==> config.mk <==
export PLATFORM = sky130hd
export DESIGN_NAME = decoder_rr_arbiter
export DESIGN_NICKNAME = d
export VERILOG_FILES = /design/src/rtl/decoder_rr_arbiter.sv
export SDC_FILE = /design/constraint.sdc
export NUM_CORES = 1
export LEC_CHECK = 0
export ABC_AREA = 1
export BUFFER_PORTS_ARGS = -buffer_cell sky130_fd_sc_hd__buf_2
export CORE_ASPECT_RATIO = 0.7
export CORE_UTILIZATION = 55
export DETAILED_ROUTE_END_ITERATION = 10
export HOLD_SLACK_MARGIN = 0.02
export MAX_ROUTING_LAYER = met4
export PLACE_DENSITY = 0.75
export SLEW_MARGIN = 20
export SYNTH_ARGS = -nofsm -noshare
export SYNTH_HDL_FRONTEND = slang
export SYNTH_SLANG_ARGS = --single-unit
==> constraint.sdc <==
create_clock -name clk -period 5.9 [get_ports clk]
set_input_delay 0.295 -clock clk [delete_from_list [all_inputs] [get_ports clk]]
set_output_delay 0.295 -clock clk [all_outputs]
set_load 0.02 [all_outputs]
==> src/rtl/decoder_rr_arbiter.sv <==
// Round-robin arbiter granting one 8-way one-hot select; registered grant one edge after request.
// Optional macro ARB_TIMEOUT_EN adds a forced release after TIMEOUT_CYC held cycles.
module decoder_rr_arbiter #(
    parameter logic [2:0] RST_LAST    = 3'd7,
    parameter int         TIMEOUT_CYC = 16
) (
    input  logic       clk,
    input  logic       rst,
    input  logic       en,
    input  logic [7:0] req,
    input  logic       done,
    output logic [7:0] gnt,
    output logic [2:0] gnt_idx,
    output logic       gnt_valid,
    output logic       timeout
);

    localparam logic [0:0] ST_IDLE  = 1'b0;
    localparam logic [0:0] ST_GRANT = 1'b1;

    if (TIMEOUT_CYC < 2 || TIMEOUT_CYC > 255) begin : g_bad_timeout
        $error("decoder_rr_arbiter: TIMEOUT_CYC out of range 2..255");
    end

    logic [0:0] state_q, state_d;
    logic [2:0] last_q, last_d;
    logic [7:0] gnt_q, gnt_d;
    logic [2:0] gnt_idx_q, gnt_idx_d;
    logic       gnt_valid_q, gnt_valid_d;
    logic       timeout_q, timeout_d;

    logic [2:0] win_idx;
    logic [2:0] win_cand;
    logic       win_found;
    logic       release_c;
    logic       expire_c;

    // Rotating scan starting just after the last owner; offset 8 wraps back to last itself.
    always_comb begin
        win_idx   = 3'd0;
        win_cand  = 3'd0;
        win_found = 1'b0;
        for (int i = 1; i <= 8; i++) begin
            win_cand = last_q + 3'(i);
            if (!win_found && req[win_cand]) begin
                win_idx   = win_cand;
                win_found = 1'b1;
            end
        end
    end

    assign release_c = done | ~req[gnt_idx_q] | ~en;

`ifdef ARB_TIMEOUT_EN
    logic [7:0] cnt_q, cnt_d;

    // A coincident ordinary release takes precedence, so no timeout pulse then.
    assign expire_c = (cnt_q == 8'(TIMEOUT_CYC - 1)) & ~release_c;

    always_comb begin
        cnt_d = cnt_q;
        if (state_q == ST_IDLE) begin
            cnt_d = 8'd0;
        end else if (!release_c && !expire_c) begin
            cnt_d = cnt_q + 8'd1;
        end
    end

    always_ff @(posedge clk) begin
        if (rst) begin
            cnt_q <= 8'd0;
        end else begin
            cnt_q <= cnt_d;
        end
    end
`else
    assign expire_c = 1'b0;
`endif

    always_comb begin
        state_d     = state_q;
        last_d      = last_q;
        gnt_d       = gnt_q;
        gnt_idx_d   = gnt_idx_q;
        gnt_valid_d = gnt_valid_q;
        timeout_d   = 1'b0;
        case (state_q)
            ST_IDLE: begin
                if (en && (req != 8'd0)) begin
                    state_d     = ST_GRANT;
                    gnt_idx_d   = win_idx;
                    gnt_d       = 8'd1 << win_idx;
                    gnt_valid_d = 1'b1;
                end
            end
            ST_GRANT: begin
                if (release_c || expire_c) begin
                    state_d     = ST_IDLE;
                    last_d      = gnt_idx_q;
                    gnt_d       = 8'd0;
                    gnt_valid_d = 1'b0;
                    timeout_d   = expire_c;
                end
            end
            default: begin
                state_d     = ST_IDLE;
                gnt_d       = 8'd0;
                gnt_valid_d = 1'b0;
            end
        endcase
    end

    always_ff @(posedge clk) begin
        if (rst) begin
            state_q     <= ST_IDLE;
            last_q      <= RST_LAST;
            gnt_q       <= 8'd0;
            gnt_idx_q   <= 3'd0;
            gnt_valid_q <= 1'b0;
            timeout_q   <= 1'b0;
        end else begin
            state_q     <= state_d;
            last_q      <= last_d;
            gnt_q       <= gnt_d;
            gnt_idx_q   <= gnt_idx_d;
            gnt_valid_q <= gnt_valid_d;
            timeout_q   <= timeout_d;
        end
    end

    assign gnt       = gnt_q;
    assign gnt_idx   = gnt_idx_q;
    assign gnt_valid = gnt_valid_q;
    assign timeout   = timeout_q;

endmodule
After elaboration in Yosys (flattened, before gate mapping)
Cells that the tools add are included.
{"block": "op_classes", "add_sub_neg": 7, "magnitude_cmp": 9, "n_eq_ne": 2, "shift": 1, "n_mux": 42, "n_bitwise": 5, "n_reduce_logical": 19}
{"operator": "$lt A3 B4 Y1 const B", "count": 9}
{"operator": "$bmux W1 S3", "count": 9}
{"operator": "$mux W3", "count": 8}
{"operator": "$mux W1", "count": 20}
{"operator": "$mux W8", "count": 2}
{"operator": "$pmux W8 S2", "count": 1}
{"operator": "$add A3 B3 Y3 const B", "count": 4}
{"operator": "$logic_and A1 B1 Y1", "count": 8}
{"operator": "$reduce_bool A8 Y1", "count": 1}
{"operator": "$shl A1 B3 Y8 const A", "count": 1}
{"operator": "$logic_not A1 Y1", "count": 7}
{"operator": "$add A3 B2 Y3 const B", "count": 2}
{"operator": "$reduce_and A2 Y1", "count": 3}
{"operator": "$pmux W1 S2", "count": 2}
{"operator": "$add A3 B1 Y3 const B", "count": 1}
{"operator": "$not A1 Y1", "count": 3}
{"operator": "$ne A2 B1 Y1 const B", "count": 1}
{"operator": "$ne A2 B2 Y1 const B", "count": 1}
{"operator": "$or A1 B1 Y1", "count": 2}
{"block": "word_totals", "reg_bits": 16, "out_inout_bits": 13, "word_cells": 90}

Depth between registers and ports, before layout
Gate-level depths: netlist (run 1).
{"block": "logic_depth", "word_depth": 28, "ltp_mapped": 20, "depth_no_buf": 19}

Least setup slack after synthesis (run 1)
OpenSTA, ideal clock, no wires.
{"block": "synth_timing", "path_kind": "register to register", "start": "register last_q[1]", "end": "register gnt_q[4], in the netlist gnt[4]", "setup_ns": 0.143, "arrival_time_ns": 2.242, "t_required_ns": 5.757, "path_slack_ns": 3.516, "path_stages_with_launch": 18, "path_buffers": 1, "period_less_slack_ns": 2.384, "path_cell_list": "dfxtp_1 -> buf_4 -> clkinv_2 -> ha_1 -> inv_2 -> nand3_1 -> nand3_2 -> nand2_2 -> nor2_4 -> nand4_4 -> nor2_4 -> nand2_1 -> nand2_1 -> nor2_1 -> nor2_1 -> nor2_1 -> nand2_1 -> a21oi_1"}
{"block": "synth_between", "elab_chain_len": 28, "word_cells_on_any_way": 55}
{"element": "start, declared", "line": "26", "rtl": "logic [2:0] last_q, last_d;"}
{"element": "start signal, assigned", "line": "123", "rtl": "last_q <= last_d;"}
{"element": "$add A3 B1 Y3", "line": "44", "rtl": "win_cand = last_q + 3'(i);"}
{"element": "$bmux W1 S3", "line": "45", "rtl": "if (!win_found && req[win_cand]) begin"}
{"element": "$mux W1 (implied by the code)", "line": "45"}
{"element": "$mux W1", "line": "45"}
{"element": "$logic_not A1 Y1", "line": "45"}
{"element": "$logic_and A1 B1 Y1", "line": "45"}
{"element": "$mux W1", "line": "45"}
{"element": "$logic_not A1 Y1", "line": "45"}
{"element": "[... 12 more ...]"}
{"element": "$logic_and A1 B1 Y1", "line": "45"}
{"element": "$mux W1", "line": "45"}
{"element": "$logic_not A1 Y1", "line": "45"}
{"element": "$logic_and A1 B1 Y1", "line": "45"}
{"element": "$mux W3 *", "line": "45"}
{"element": "$shl A1 B3 Y8 *", "line": "92", "rtl": "gnt_d = 8'd1 << win_idx;"}
{"element": "$mux W8 *", "line": "89", "rtl": "if (en && (req != 8'd0)) begin"}
{"element": "$pmux W8 S2 *", "line": "87", "rtl": "case (state_q)"}
{"element": "end signal, assigned", "line": "124", "rtl": "gnt_q <= gnt_d;"}
{"element": "end, declared", "line": "27", "rtl": "logic [7:0] gnt_q, gnt_d;"}
Mark *: on every way between the ends. The rest lies on a longest branch, timed or not. The select of a mux whose other input is x is not followed.
A chain may end at the register's enable or synchronous reset.

Worst setup path in the final report (run 1)
{"block": "layout_timing", "start": "register last_q[1]", "end": "register gnt_q[0], in the netlist gnt[0]"}
The elaborated chain is that of the path after synthesis.

==> results of run 1 <==
## sequential cells by signal, indices dropped and copies added (netlist names)
signal	count
gnt	8
gnt_idx	3
last_q	3
gnt_valid	1
state_q	1
## worst max-delay path by stage
stage	from	end	slack [ns]	depth (start not counted)
after global placement	last_q[1]$_SDFFE_PP1P_	gnt[0]$_SDFFE_PP0P_	2.96	16
after detailed placement	last_q[1]$_SDFFE_PP1P_	gnt[0]$_SDFFE_PP0P_	2.93	16
after global routing	last_q[1]$_SDFFE_PP1P_	gnt[4]$_SDFFE_PP0P_	2.59	16
after CTS	last_q[1]$_SDFFE_PP1P_	gnt[0]$_SDFFE_PP0P_	2.91	16
final	last_q[1]$_SDFFE_PP1P_	gnt[0]$_SDFFE_PP0P_	2.86	16
after floorplan	last_q[1]$_SDFFE_PP1P_	gnt[4]$_SDFFE_PP0P_	3.52	17
## worst max-delay path: stages, from the launching register on
cell and delay [ns]:
dfxtp_1 0.62, clkinv_2 0.25, ha_1 0.42, inv_2 0.17, nand3_1 0.21, nand3_2 0.14
nand2_2 0.09, nor2_4 0.17, nand4_4 0.12, nor2_4 0.17, nand2_1 0.06, nand2_1 0.10
nor2_1 0.05, nor2_1 0.15, nor2_1 0.08, nand2_1 0.08, a21oi_2 0.05
## stage by stage
step	worst slack, ns	utilization (%)	total power [uW]	hold WS (ns)	std cells
floorplan	3.52	-	331	0.470	231
global placement	2.96	64.1	381	0.450	283
detailed placement	2.93	64.1	382	0.451	283
CTS	2.91	66.3	481	0.355	287
global route	2.59	66.3	517	0.396	287
finish	2.86	66.3	482	0.357	287
## Yosys cell counts, types with 2 or more instances
| library cell | instances | area (um2) |
|---|---|---|
| nand2_1 | 61 | 229 |
| nand3_1 | 32 | 160 |
| inv_1 | 18 | 67.6 |
| nor2_1 | 17 | 63.8 |
| dfxtp_1 | 16 | 320 |
| nand2_2 | 9 | 56.3 |
| a21oi_1 | 7 | 35.0 |
| a21oi_2 | 7 | 61.3 |
| inv_2 | 5 | 18.8 |
| nand4_1 | 5 | 31.3 |
| nor2_2 | 5 | 31.3 |
| o211ai_1 | 5 | 37.5 |
| o21ai_0 | 5 | 25.0 |
| nand3_2 | 4 | 40.0 |
| nor2_4 | 3 | 33.8 |
| o21ai_1 | 3 | 15.0 |
| buf_4 | 2 | 15.0 |
| buf_6 | 2 | 22.5 |
| ha_1 | 2 | 25.0 |
| nand2_4 | 2 | 22.5 |
| nor4_1 | 2 | 12.5 |
| o21ai_2 | 2 | 17.5 |
## metal layers
| metal | up-vias | GRT usage [%] | part of all wire, % |
|---|---|---|---|
| met3 | 4 | 5.75 | 6.0 |
| met5 | - | - | 0 |
| met1 | 725 | 42.3 | 52 |
| li1 | 815 | - | - |
| met4 | 0 | 8.44 | 1.1 |
| met2 | 53 | 41.9 | 41 |
## power by group through the flow
stage / combinational [uW] / sequential, uW / clock (uW)
CTS: 246 / 134 / 101
finish: 248 / 134 / 99.4
global route: 277 / 136 / 104
global placement: 245 / 136 / 0
floorplan: 191 / 140 / 0
detailed placement: 245 / 137 / 0
## cell families after synthesis
kind of cell	after synthesis
flip-flops	16
XOR/XNOR	3
AND/OR/NAND/NOR	143
adder cells (fa/ha/maj)	2
multiplexers	1
other	1
buffers and inverters	31
AO/OA/AOI/OAI	34
## cell type report
type | count | area (um2) | share of cell area (%)
tap | 34 | 42.5 | 2.53
multi-input combinational | 184 | 1050 | 62.2
clock buffer | 4 | 55.1 | 3.28
sequential | 16 | 320 | 19.1
timing repair buffer | 23 | 115 | 6.85
inverter | 26 | 101 | 6.03
==> impl_results.md, run 1 <==
* Via-per-instance ratio at 5.56
* Largest net degree at the start of global routing at 13
* PwrDens at 287 nW/um2
* Top Ports at 25
* Area share of and/or/nand/nor cells after synthesis at 47.3%
* Initial antenna violation count at 0
* Clk root buf: clkbuf_8
* CP Class: reg2reg
* Clock Skew at 0.00265 ns
* Die footprint at 2960 um2
* Initial core utilization at 59.6%
* Commonest non-fill, non-tap cells in the layout: nand2_1 (61), nand3_1 (32), buf_2 (23), inv_1 (18), nor2_1 (17)
* Final setup viols at 0
* Maximum root-to-sink buffer count at 2
* Setup crit end kind: flop
* Clock power frac at 20.6%
* Share of layout cells above drive strength 1 at 27.7%
* Mapped Area at 1510 um2
* GR Overflow Total at 0
* Post-synth cell types at 39
* Fill cells at 246
* Sequential share of power at 27.9%
* Reg2reg start: last_q[1]$_SDFFE_PP1P_
* Complex-gate fraction of the synthesized area at 16.0%
* Sequential-to-total area share from yosys stat at 21.2%
* Hold Path Class: in2reg
* H-tree depth at 1
* Number of synthesized flops with an enable pin at 0
* Max_slew headroom at 53.3%
* F_max at 329 MHz
* Area post-placement at 1630 um2
* CP max FO at 10
* Internal power at 259 uW
* Depth of the most critical reg-to-reg path at 16
* WHS Path Cells at 4
* NetSw at 223 uW
* R2R Setup Slk at 2.86 ns
* Routed Antenna Nets at 0
* Hold buffer count at CTS at 0
* # rows at 15
* RSZ-0062 raised after global routing: false
* WL/cell at 13.2 um
* Xor/xnor cell area share of the yosys netlist at 3.48%
* Worst slew pin tran at 0.700 ns
* Hold wc startpoint: done
* Syn Nets at 245
* Iter 0 DRT Violations at 137
* Post-Syn Instances at 231
* Number of remaining DRC errors at 0
* Fin crit period at 3.04 ns
* Clk Latency, worst-skew pair at 0.25 ns
* Layout net count at 268
* Top FF cell, synth: dfxtp_1
* # Max-Cap Violations at 0
* Total core area at 2530 um2
* Port buffer count at 23
* Worst Hold Path EP: state_q$_SDFF_PP0_
* Total negative setup slack at 0 ns
* Yosys Warn Count at 0
* Crit path DAT at 3.18 ns
* Largest family of logic cells by synthesized area: simple AND/OR/NAND/NOR gates
* Logic pwr share at 51.5%
* # diodes at 0
* Die width at 64.6 um
* Resized Gates After CTS at 0
* Fin crit share at 51.5%
* Final Cell Area at 1680 um2
* Number of global-route vias before repair at 1343
* Leakage at 0.000820 uW
* First-pass GRT wire length at 6300 um
* DP HPWL at 3100 um
* Status: completed
* Post-CTS setup buffers at 0
* Commonest non-fill, non-tap cell in the layout: nand2_1
* Final Hold Fails at 0
* Required time worst endpoint at 6.04 ns
* DRT Pass-1 Iters at 4
* TritonCTS Sinks at 16
* Slew Limit Fails at 0
* CP startpoint kind: flop
* P&R area growth vs syn at 11.4%
* Critical R2R Capture: gnt[0]$_SDFFE_PP0P_
* Synth Area in Adders at 1.66%
* Switching Fraction at 46.3%
* Via count at 1597
* Synthesized area per cell at 6.53 um2
* Async SR Flop Fraction at 0%
* Final Routed Wirelength at 3780 um
* Mux contribution to synthesized area at 0.663%
* VDD IR-drop max at 0.000150 V
* Worst-path clk slew at 0.07 ns
* CTS tree: done
* Placer Congestion at 0.939
* Die H at 45.8 um
* Number of CTS-inserted buffers at 3
* Tot GR Track Use at 29.6%
* Flops & latches, synth at 16
No activity file was read; power rests on OpenSTA's default activity.
==> inputs of run 2 (changes only) <==
--- a/config.mk
+++ b/config.mk
@@ -8,11 +8,11 @@
 export ABC_AREA = 1
 export BUFFER_PORTS_ARGS = -buffer_cell sky130_fd_sc_hd__buf_2
 export CORE_ASPECT_RATIO = 0.7
-export CORE_UTILIZATION = 55
+export CORE_UTILIZATION = 51
 export DETAILED_ROUTE_END_ITERATION = 10
 export HOLD_SLACK_MARGIN = 0.02
 export MAX_ROUTING_LAYER = met4
-export PLACE_DENSITY = 0.75
+export PLACE_DENSITY = 0.73
 export SLEW_MARGIN = 20
 export SYNTH_ARGS = -nofsm -noshare
 export SYNTH_HDL_FRONTEND = slang
==> constraint.sdc (replaced) <==
create_clock -name clk -period 2.7 [get_ports clk]
set_input_delay 0.135 -clock clk [delete_from_list [all_inputs] [get_ports clk]]
set_output_delay 0.135 -clock clk [all_outputs]
set_load 0.02 [all_outputs]
==> impl_results.md, run 2 (synthesized netlist as in run 1, its figures left out) <==
* Status: completed
* Number of remaining DRC errors at 0
* Die H at 47.5 um
* Clock power frac at 20.3%
* PwrDens at 614 nW/um2
* Clk Latency, worst-skew pair at 0.26 ns
* First-pass GRT wire length at 5920 um
* Via count at 1580
* CP max FO at 8
* Sequential share of power at 26.1%
* Worst-path clk slew at 0.07 ns
* GR Overflow Total at 0
* F_max at 406 MHz
* VDD IR-drop max at 0.000280 V
* Layout net count at 272
* WL/cell at 12.3 um
* Max_slew headroom at 63.3%
* Iter 0 DRT Violations at 122
* DRT Pass-1 Iters at 5
* Die footprint at 3180 um2
* Fill cells at 277
* Required time worst endpoint at 2.89 ns
* CP startpoint kind: flop
* # rows at 16
* Switching Fraction at 45.7%
* Final Cell Area at 1720 um2
* Initial core utilization at 53.8%
* Final setup viols at 0
* Leakage at 0.000839 uW
* Clk root buf: clkbuf_8
* Commonest non-fill, non-tap cells in the layout: nand2_1 (61), nand3_1 (31), buf_2 (23), inv_1 (18), nor2_1 (17)
* Placer Congestion at 1.01
* Number of global-route vias before repair at 1272
* DP HPWL at 2820 um
* Number of flip-flops in the largest register at 8
* Tot GR Track Use at 25.8%
* Via-per-instance ratio at 5.39
* CP Class: reg2reg
* TritonCTS Sinks at 16
* CTS tree: done
* Largest net degree at the start of global routing at 12
* # Max-Cap Violations at 0
* # diodes at 0
* Setup crit end kind: flop
* Slew Limit Fails at 0
* Area post-placement at 1660 um2
* Maximum root-to-sink buffer count at 2
* Initial antenna violation count at 0
* Top Ports at 25
* P&R area growth vs syn at 14.2%
* Final Routed Wirelength at 3600 um
* Commonest non-fill, non-tap cell in the layout: nand2_1
* Port buffer count at 23
* Clock Skew at 0.00894 ns
* Core Util, Final at 61.5%
* Fin crit period at 2.47 ns
* Number of CTS-inserted buffers at 3
* Worst slew pin tran at 0.549 ns
* H-tree depth at 1
* Internal power at 575 uW
* RSZ-0062 raised after global routing: false
* Post-CTS setup buffers at 0
* Fin crit share at 91.3%
* Hold Path Class: in2reg
* Final Hold Fails at 0
* Crit path DAT at 2.66 ns
* Logic pwr share at 53.6%
* Die width at 67.0 um
* Routed Antenna Nets at 0
* Total negative setup slack at 0 ns
* Share of layout cells above drive strength 1 at 29.6%
* Total core area at 2800 um2
* NetSw at 484 uW
[run 2: worst paths after layout]
check / startpoint / to / slack, ns / cells past startpoint
worst max-delay path: last_q[1]$_SDFFE_PP1P_ / gnt[5]$_SDFFE_PP0P_ / 0.23 / 14
worst min-delay path: done / state_q$_SDFF_PP0_ / 0.20 / 4
worst max register to register: last_q[1]$_SDFFE_PP1P_ / gnt[5]$_SDFFE_PP0P_ / 0.23 / 14
worst min register to register: gnt_valid$_SDFFE_PP0P_ / gnt_valid$_SDFFE_PP0P_ / 0.46 / 2
[run 2: area by class of cell]
| class | count | area [um2] | share of cell area (%) |
|---|---|---|---|
| well taps | 36 | 45.0 | 2.61 |
| multi-input cells | 184 | 1050 | 61.1 |
| flip-flops and latches | 16 | 320 | 18.6 |
| clock buffers | 4 | 55.1 | 3.20 |
| repair buffers | 27 | 145 | 8.42 |
| inverters | 26 | 104 | 6.03 |
[run 2: repair_timing]
| item | CTS | global route |
|---|---|---|
| endpoints found under the setup margin | 0 | 10 |
| gates resized for setup | 0 | 3 |
| hold buffers | 0 | 0 |
[run 2: critical path, cell delays in order (launching register included)]
cell,delay [ns]
dfxtp_1,0.34
clkinv_2,0.13
ha_2,0.43
nand3_1,0.17
nand3_2,0.13
nand2_2,0.09
nor2_4,0.17
nand4_4,0.12
nor2_4,0.17
nand2_1,0.07
nand2_1,0.10
o21ai_2,0.10
nor2_1,0.15
nand2_1,0.09
a21oi_2,0.14
[run 2: power groups by stage]
stage                     clock network [uW]  logic (uW)  registers, uW
after floorplan                            0         418            305
after global placement                     0         551            282
after detailed placement                   0         552            282
after CTS                                221         557            277
after global routing                     230         633            281
final                                    215         567            277
[run 2: metrics by stage]
stage	hold slack, ns	worst slack (ns)	cells	power, uW
global route	0.217	0.00231	293	1140
CTS	0.199	0.138	293	1060
finish	0.199	0.234	293	1060
detailed placement	0.456	0.202	289	834
floorplan	0.310	0.316	231	723
global placement	0.451	0.283	289	833
[run 2: per-layer routing]
metal  routed length, um  vias to the layer above  track usage (%)
li1                    -                      822                -
met1                1800                      670             37.1
met2                1420                       83             35.6
met3                 345                        5             6.43
met4                  36                        0             5.53
met5                   0                        -                -
